<file path="config.mk">
export PLATFORM = sky130hd
export DESIGN_NAME = hazard_unit
export DESIGN_NICKNAME = d
export VERILOG_FILES = /design/src/rtl/hazard_unit.sv
export SDC_FILE = /design/constraint.sdc
export NUM_CORES = 1
export LEC_CHECK = 0
export ABC_AREA = 1
export CORE_AREA = 2 2 109 111
export DETAILED_ROUTE_END_ITERATION = 6
export DIE_AREA = 0 0 111 113
export GPL_ROUTABILITY_DRIVEN = 0
export HOLD_SLACK_MARGIN = 0.1
export PLACE_DENSITY = 0.72
export SYNTH_ARGS = -nofsm -noshare
export SYNTH_HDL_FRONTEND = slang
export SYNTH_SLANG_ARGS = --single-unit
</file>
<file path="constraint.sdc">
create_clock -name clk -period 4.1 [get_ports clk]
set_input_delay 0.41 -clock clk [delete_from_list [all_inputs] [get_ports clk]]
set_output_delay 0.41 -clock clk [all_outputs]
set_load 0.02 [all_outputs]
</file>
<file path="src/rtl/hazard_unit.sv">
// ---------------------------------------------------------------------------
// hazard_unit
//
// Hazard controller and destination-register tracker for the five-stage RV32I
// pipeline.
//
// Tracker: three registered entries {valid, rd, we, is_load} follow the
// instructions sitting in EX, MEM and WB. The forwarding logic reads them as
// rd_* / we_rf_*.
//
// Hazards:
//   - Load-use: a valid load in EX whose rd is read by the ID instruction.
//     PC and IF/ID are held for one cycle, and a bubble enters ID/EX.
//   - Control: a taken branch or a jump resolved in EX. IF/ID and ID/EX are
//     flushed. This takes priority over a simultaneous load-use.
//
// Debug: stall/flush event counters plus a small mode FSM (RUN/STALL/FLUSH).
//
// Ports:
//   clk, rst_n                 clock, asynchronous active-low reset
//   id_valid                   ID holds a real instruction
//   rs1_id, rs2_id             ID source registers
//   use_rs1_id, use_rs2_id     ID instruction actually reads rs1 / rs2
//   rd_id, we_rf_id            ID destination and register-file write enable
//   is_load_id                 ID instruction is a load
//   branch_taken_ex, jump_ex   control transfer resolved in EX
//   rd_ex/mem/wb               tracked destinations (0 for bubbles)
//   we_rf_ex/mem/wb            tracked write enables (valid & we)
//   load_ex                    EX entry is a valid load
//   stall_pc, stall_if_id      hold PC and IF/ID
//   flush_if_id, flush_id_ex   squash IF/ID; bubble into ID/EX
//   stall_cnt, flush_cnt       wrapping event counters
// ---------------------------------------------------------------------------
module hazard_unit #(
    parameter int CNT_W = 32
) (
    input  logic             clk,
    input  logic             rst_n,
    input  logic             id_valid,
    input  logic [4:0]       rs1_id,
    input  logic [4:0]       rs2_id,
    input  logic             use_rs1_id,
    input  logic             use_rs2_id,
    input  logic [4:0]       rd_id,
    input  logic             we_rf_id,
    input  logic             is_load_id,
    input  logic             branch_taken_ex,
    input  logic             jump_ex,
    output logic [4:0]       rd_ex,
    output logic [4:0]       rd_mem,
    output logic [4:0]       rd_wb,
    output logic             we_rf_ex,
    output logic             we_rf_mem,
    output logic             we_rf_wb,
    output logic             load_ex,
    output logic             stall_pc,
    output logic             stall_if_id,
    output logic             flush_if_id,
    output logic             flush_id_ex,
    output logic [CNT_W-1:0] stall_cnt,
    output logic [CNT_W-1:0] flush_cnt
);

    typedef struct packed {
        logic       valid;
        logic [4:0] rd;
        logic       we;
        logic       is_load;
    } entry_t;

    typedef enum logic [1:0] {
        MODE_RUN   = 2'd0,
        MODE_STALL = 2'd1,
        MODE_FLUSH = 2'd2
    } mode_e;

    localparam entry_t BUBBLE = '{valid: 1'b0, rd: 5'd0, we: 1'b0, is_load: 1'b0};

    entry_t           ex_q, mem_q, wb_q, ex_d;
    mode_e            mode_q, mode_d;
    logic [CNT_W-1:0] stall_cnt_q, stall_cnt_d;
    logic [CNT_W-1:0] flush_cnt_q, flush_cnt_d;

    logic lu;          // load-use hazard against the EX entry
    logic ctl;         // control transfer resolved in EX
    logic do_stall;    // stall that actually takes effect (flush wins)
    logic do_bubble;   // ID/EX receives a bubble this cycle

    // -----------------------------------------------------------------------
    // Hazard detection
    // -----------------------------------------------------------------------
    always_comb begin
        // NOTE: every signal written in an always_comb gets a value on every
        // path (defaults first); otherwise synthesis infers a latch.
        lu        = 1'b0;
        ctl       = branch_taken_ex | jump_ex;
        if (id_valid && ex_q.valid && ex_q.is_load && ex_q.we && (ex_q.rd != 5'd0)) begin
            lu = (use_rs1_id && (rs1_id == ex_q.rd)) ||
                 (use_rs2_id && (rs2_id == ex_q.rd));
        end
        do_stall  = lu & ~ctl;
        do_bubble = lu | ctl;
    end

    // Hazard controls are forced low while reset is asserted so a core held in
    // reset never sees a spurious hold or squash.
    assign stall_pc    = rst_n & do_stall;
    assign stall_if_id = rst_n & do_stall;
    assign flush_if_id = rst_n & ctl;
    assign flush_id_ex = rst_n & do_bubble;

    // -----------------------------------------------------------------------
    // Tracker next state: only EX can take a bubble; MEM and WB always shift.
    // The branch/jump itself is in EX and moves on to MEM untouched.
    // -----------------------------------------------------------------------
    always_comb begin
        ex_d = BUBBLE;
        if (!do_bubble) begin
            ex_d = '{valid: id_valid, rd: rd_id, we: we_rf_id, is_load: is_load_id};
        end
    end

    // -----------------------------------------------------------------------
    // Counters and debug mode FSM next state
    // -----------------------------------------------------------------------
    always_comb begin
        stall_cnt_d = stall_cnt_q;
        flush_cnt_d = flush_cnt_q;
        if (do_stall) stall_cnt_d = stall_cnt_q + CNT_W'(1);
        if (ctl)      flush_cnt_d = flush_cnt_q + CNT_W'(1);

        mode_d = mode_q;
        case (mode_q)
            MODE_RUN: begin
                if (ctl)           mode_d = MODE_FLUSH;
                else if (do_stall) mode_d = MODE_STALL;
            end
            MODE_STALL: begin
                mode_d = ctl ? MODE_FLUSH : MODE_RUN;
            end
            MODE_FLUSH: begin
                mode_d = do_stall ? MODE_STALL : MODE_RUN;
            end
            default: mode_d = MODE_RUN;
        endcase
    end

    // -----------------------------------------------------------------------
    // State registers
    // -----------------------------------------------------------------------
    always_ff @(posedge clk or negedge rst_n) begin
        if (!rst_n) begin
            ex_q        <= BUBBLE;
            mem_q       <= BUBBLE;
            wb_q        <= BUBBLE;
            mode_q      <= MODE_RUN;
            stall_cnt_q <= '0;
            flush_cnt_q <= '0;
        end else begin
            // NOTE: non-blocking assignments make the EX->MEM->WB shift read
            // the old values of every stage, so the order here is irrelevant.
            ex_q        <= ex_d;
            mem_q       <= ex_q;
            wb_q        <= mem_q;
            mode_q      <= mode_d;
            stall_cnt_q <= stall_cnt_d;
            flush_cnt_q <= flush_cnt_d;
        end
    end

    // -----------------------------------------------------------------------
    // Registered tracker outputs, masked by valid
    // -----------------------------------------------------------------------
    assign rd_ex     = ex_q.valid  ? ex_q.rd  : 5'd0;
    assign rd_mem    = mem_q.valid ? mem_q.rd : 5'd0;
    assign rd_wb     = wb_q.valid  ? wb_q.rd  : 5'd0;
    assign we_rf_ex  = ex_q.valid  & ex_q.we;
    assign we_rf_mem = mem_q.valid & mem_q.we;
    assign we_rf_wb  = wb_q.valid  & wb_q.we;
    assign load_ex   = ex_q.valid  & ex_q.is_load;

    assign stall_cnt = stall_cnt_q;
    assign flush_cnt = flush_cnt_q;

endmodule
</file>
==> results by group <==
Route
  • Detailed Route WL: roughly 13 mm
  • Number of nets with antenna violations after detailed routing: 0
  • DRT Pass-1 Iters: 4
  • Per-cell routed wire length: ~14 um
  • Number of vias after detailed routing: about 4800
  • DRC Markers: 0
  • Initial DRC Count: about 260
  • Vias/cell: around 5

STA
  • RSZ-0062 raised after global routing: no
  • Worst rel slew slack: 0.564
  • Top achievable clock speed: between 0.3 and 0.4 GHz
  • Setup TNS Final: 0 ns
  • WHS: between 0.3 and 0.4 ns
  • Worst Clk Skew: slightly above 0.007 ns
  • Min Tclk post-route: approximately 3.2 ns
  • Hold violation count in the final report: 0
  • Measured slew at the worst slew-check pin: between 0.6 and 0.7 ns
  • Pins over their slew limit: 0
  • Final number of setup-violating endpoints: 0
  • Fin crit share: 0.780

Yosys
  • Largest area contributor in the netlist: sky130_fd_sc_hd__dfrtp_1
  • Share of flip-flops with an asynchronous set or reset: 1.00
  • Sequential element share of the synthesized area: 0.422
  • Top-count cell post-synth: sky130_fd_sc_hd__nand2_1
  • Instance count of the mapped netlist: roughly 690
  • Area contributors post-synth: sky130_fd_sc_hd__dfrtp_1 (42%), sky130_fd_sc_hd__nand2_1 (21%), sky130_fd_sc_hd__nor2_1 (5.9%)
  • Per-instance average area after synthesis: about 7.4 um2
  • Share of the synthesized area in the top cell type: 0.422
  • Net count after synthesis: ~720
  • Leading cell types by count after synthesis: sky130_fd_sc_hd__nand2_1 (281), sky130_fd_sc_hd__dfrtp_1 (86), sky130_fd_sc_hd__nor2_1 (80)
  • Number of synthesized register bits: 86
  • Yosys warns: 0
  • Synthesized area: 5100 um2
  • Number of synthesized flops with an enable pin: 0
  • Cell variety after synth: 27
  • Ys flop type: sky130_fd_sc_hd__dfrtp_1

GRT
  • Total Routing Usage GR: 0.217
  • Wire length of the first global-routing pass: around 22 mm
  • Initial antenna violation count: 0
  • Pin count of the biggest net entering global routing: between 50 and 60
  • Remaining global-route overflow: 0
  • Via count of the first global-routing pass: 4622

Worst setup path
  • Cell-by-cell listing of the critical path: clkdlybuf4s50_1 -> inv_1 -> nand2_1 -> nand2_1 -> nor2_1 -> nand3_2 -> nand2_2 -> nand3_4 -> nor2_2 -> clkdlybuf4s50_1
  • Category of the most critical setup path: input pin to output port
  • Longest individual stage delay on the worst path: ~0.63 ns
  • Critical path endpoint category: output port
  • Data required time at the worst endpoint: 3.69 ns
  • WP data arrival: between 2 and 3 ns
  • Largest fanout on the critical path: 33
  • Worst R2R Path Depth: 8
  • Launching element type of the critical path: input pin
  • Cell with the largest stage delay on the worst path: sky130_fd_sc_hd__clkdlybuf4s50_1

Worst hold path
  • Number of instances on the worst hold path: 0
  • Hold WC Path Type: register to register

Floorplanning
  • Die height: ~110 um
  • Ports: about 110
  • Area of the core: approximately 11000 um2
  • Starting utilization of the core area: 0.453
  • Row count: 39
  • Chip Width: roughly 110 um
  • Die Area: 12500 um2

Final layout
  • Proportion of layout cells with a drive suffix above 1: 0.0915
  • Ant. Diodes: 0
  • Area growth syn-to-layout: 28.8%
  • Post-route standard cell area excluding fillers: around 6600 um2
  • Number of nets in the layout: 830
  • Count of fill cells added during filler insertion: between 1000 and 1500

Pwr
  • Pwr dens: about 320 nW/um2
  • Max IR drop VDD: 0.000200 V
  • Power Total: about 2.1 mW
  • Total leakage power: ~3.2 nW

Clock tree
  • Root cell of the clock tree: sky130_fd_sc_hd__clkbuf_16
  • Number of sinks handled by clock tree synthesis: 86
  • Post_cts resized: 0
  • CTS Buffer Depth: 2
  • Worst skew pair latency: around 0.35 ns
  • Hold bufs inserted after CTS: 1
  • CTS buffer count: 9
  • Worst-path clk slew: approximately 0.07 ns
  • H-tree levels: 3
  • Post-CTS repair timing setup buffer count: 0
  • CTS tree: done

Flow run
  • Maximum capacitance violations: 0

Placed design
  • Detailed-placement wirelength estimate: roughly 9.8 mm
  • Placed instance area: 6280 um2
  • Number of buffers added on ports: 110

Status
  • Result of the run: finished, final reports clean
report_power, final:
group	total, mW	internal [mW]	switching, mW	leakage [nW]
logic	0.337	0.149	0.188	1.93
registers	0.968	0.898	0.0692	1.16
clock network	0.779	0.419	0.361	0.142
cell type report:
cell class / count / area (um2) / share of cell area
sequential: 86 / 2150 / 0.327
multi-input combinational: 523 / 2570 / 0.391
clock buffer: 9 / 225 / 0.0343
inverter: 71 / 267 / 0.0405
timing repair buffer: 113 / 1120 / 0.171
clock inverter: 7 / 56.3 / 0.00856
tap: 143 / 179 / 0.0272
registers in the layout (all words and copies together) (netlist names):
register   flops
ex_q           8
flush_cnt     32
mem_q          7
stall_cnt     32
wb_q           7
layout by cell type, fill, tap and decap left out, types with 8 or more instances in the layout:
cell                                n
sky130_fd_sc_hd__clkbuf_16          9
sky130_fd_sc_hd__clkdlybuf4s50_1  109
sky130_fd_sc_hd__dfrtp_1           86
sky130_fd_sc_hd__inv_1             58
sky130_fd_sc_hd__inv_2             13
sky130_fd_sc_hd__nand2_1          281
sky130_fd_sc_hd__nand3_1           35
sky130_fd_sc_hd__nand3b_1          21
sky130_fd_sc_hd__nand4_1           15
sky130_fd_sc_hd__nor2_1            80
sky130_fd_sc_hd__nor2_2            14
sky130_fd_sc_hd__nor3_1             8
sky130_fd_sc_hd__xnor2_1           15
sky130_fd_sc_hd__xor2_1            22
stage by stage:
step / util / std cells / setup WS [ns]
after global routing: 0.583 / 952 / 0.748
after global placement: 0.557 / 935 / 0.981
after floorplan: - / 692 / 2.12
final: 0.583 / 952 / 0.904
after CTS: 0.583 / 952 / 0.904
after detailed placement: 0.557 / 935 / 0.919
metal layers:
metal / share of wire / vias up / track usage
met5: 0 / - / 0
met1: 0.44 / 2245 / 0.275
met3: 0.049 / 27 / 0.0445
met4: 0.021 / 0 / 0.0750
li1: - / 2354 / -
met2: 0.49 / 130 / 0.371
cells by family (layout without fill, tap and decap cells):
group                    Yosys count  count (layout)  share of synthesized area
AO/OA/AOI/OAI                      2               2                    0.00417
XOR/XNOR                          37              37                     0.0635
adder cells (fa/ha/maj)            2               2                    0.00490
buffers and inverters             83             200                     0.0745
flip-flops                        86              86                      0.422
AND/OR/NAND/NOR                  482             482                      0.431
final timing paths:
check / startpoint / to / slack, ns
setup reg to reg: stall_cnt[0]$_DFFE_PN0P_ / stall_cnt[10]$_DFFE_PN0P_ / 2.20
hold reg to reg: mem_q[5]$_DFF_PN0_ / wb_q[5]$_DFF_PN0_ / 0.37
hold / removal: mem_q[5]$_DFF_PN0_ / wb_q[5]$_DFF_PN0_ / 0.37
min in group asynchronous: rst_n / flush_cnt[4]$_DFFE_PN0P_ / 0.56
setup / recovery: rs2_id[2] / stall_if_id / 0.90
max in group asynchronous: rst_n / ex_q[6]$_DFF_PN0_ / 2.52
worst max-delay path, delay by kind of cell:
kind          cells  cell delay (ns)
simple gates      7             1.16
buf+inv           3             1.17
Note: power is estimated with default switching activity, not from simulation.
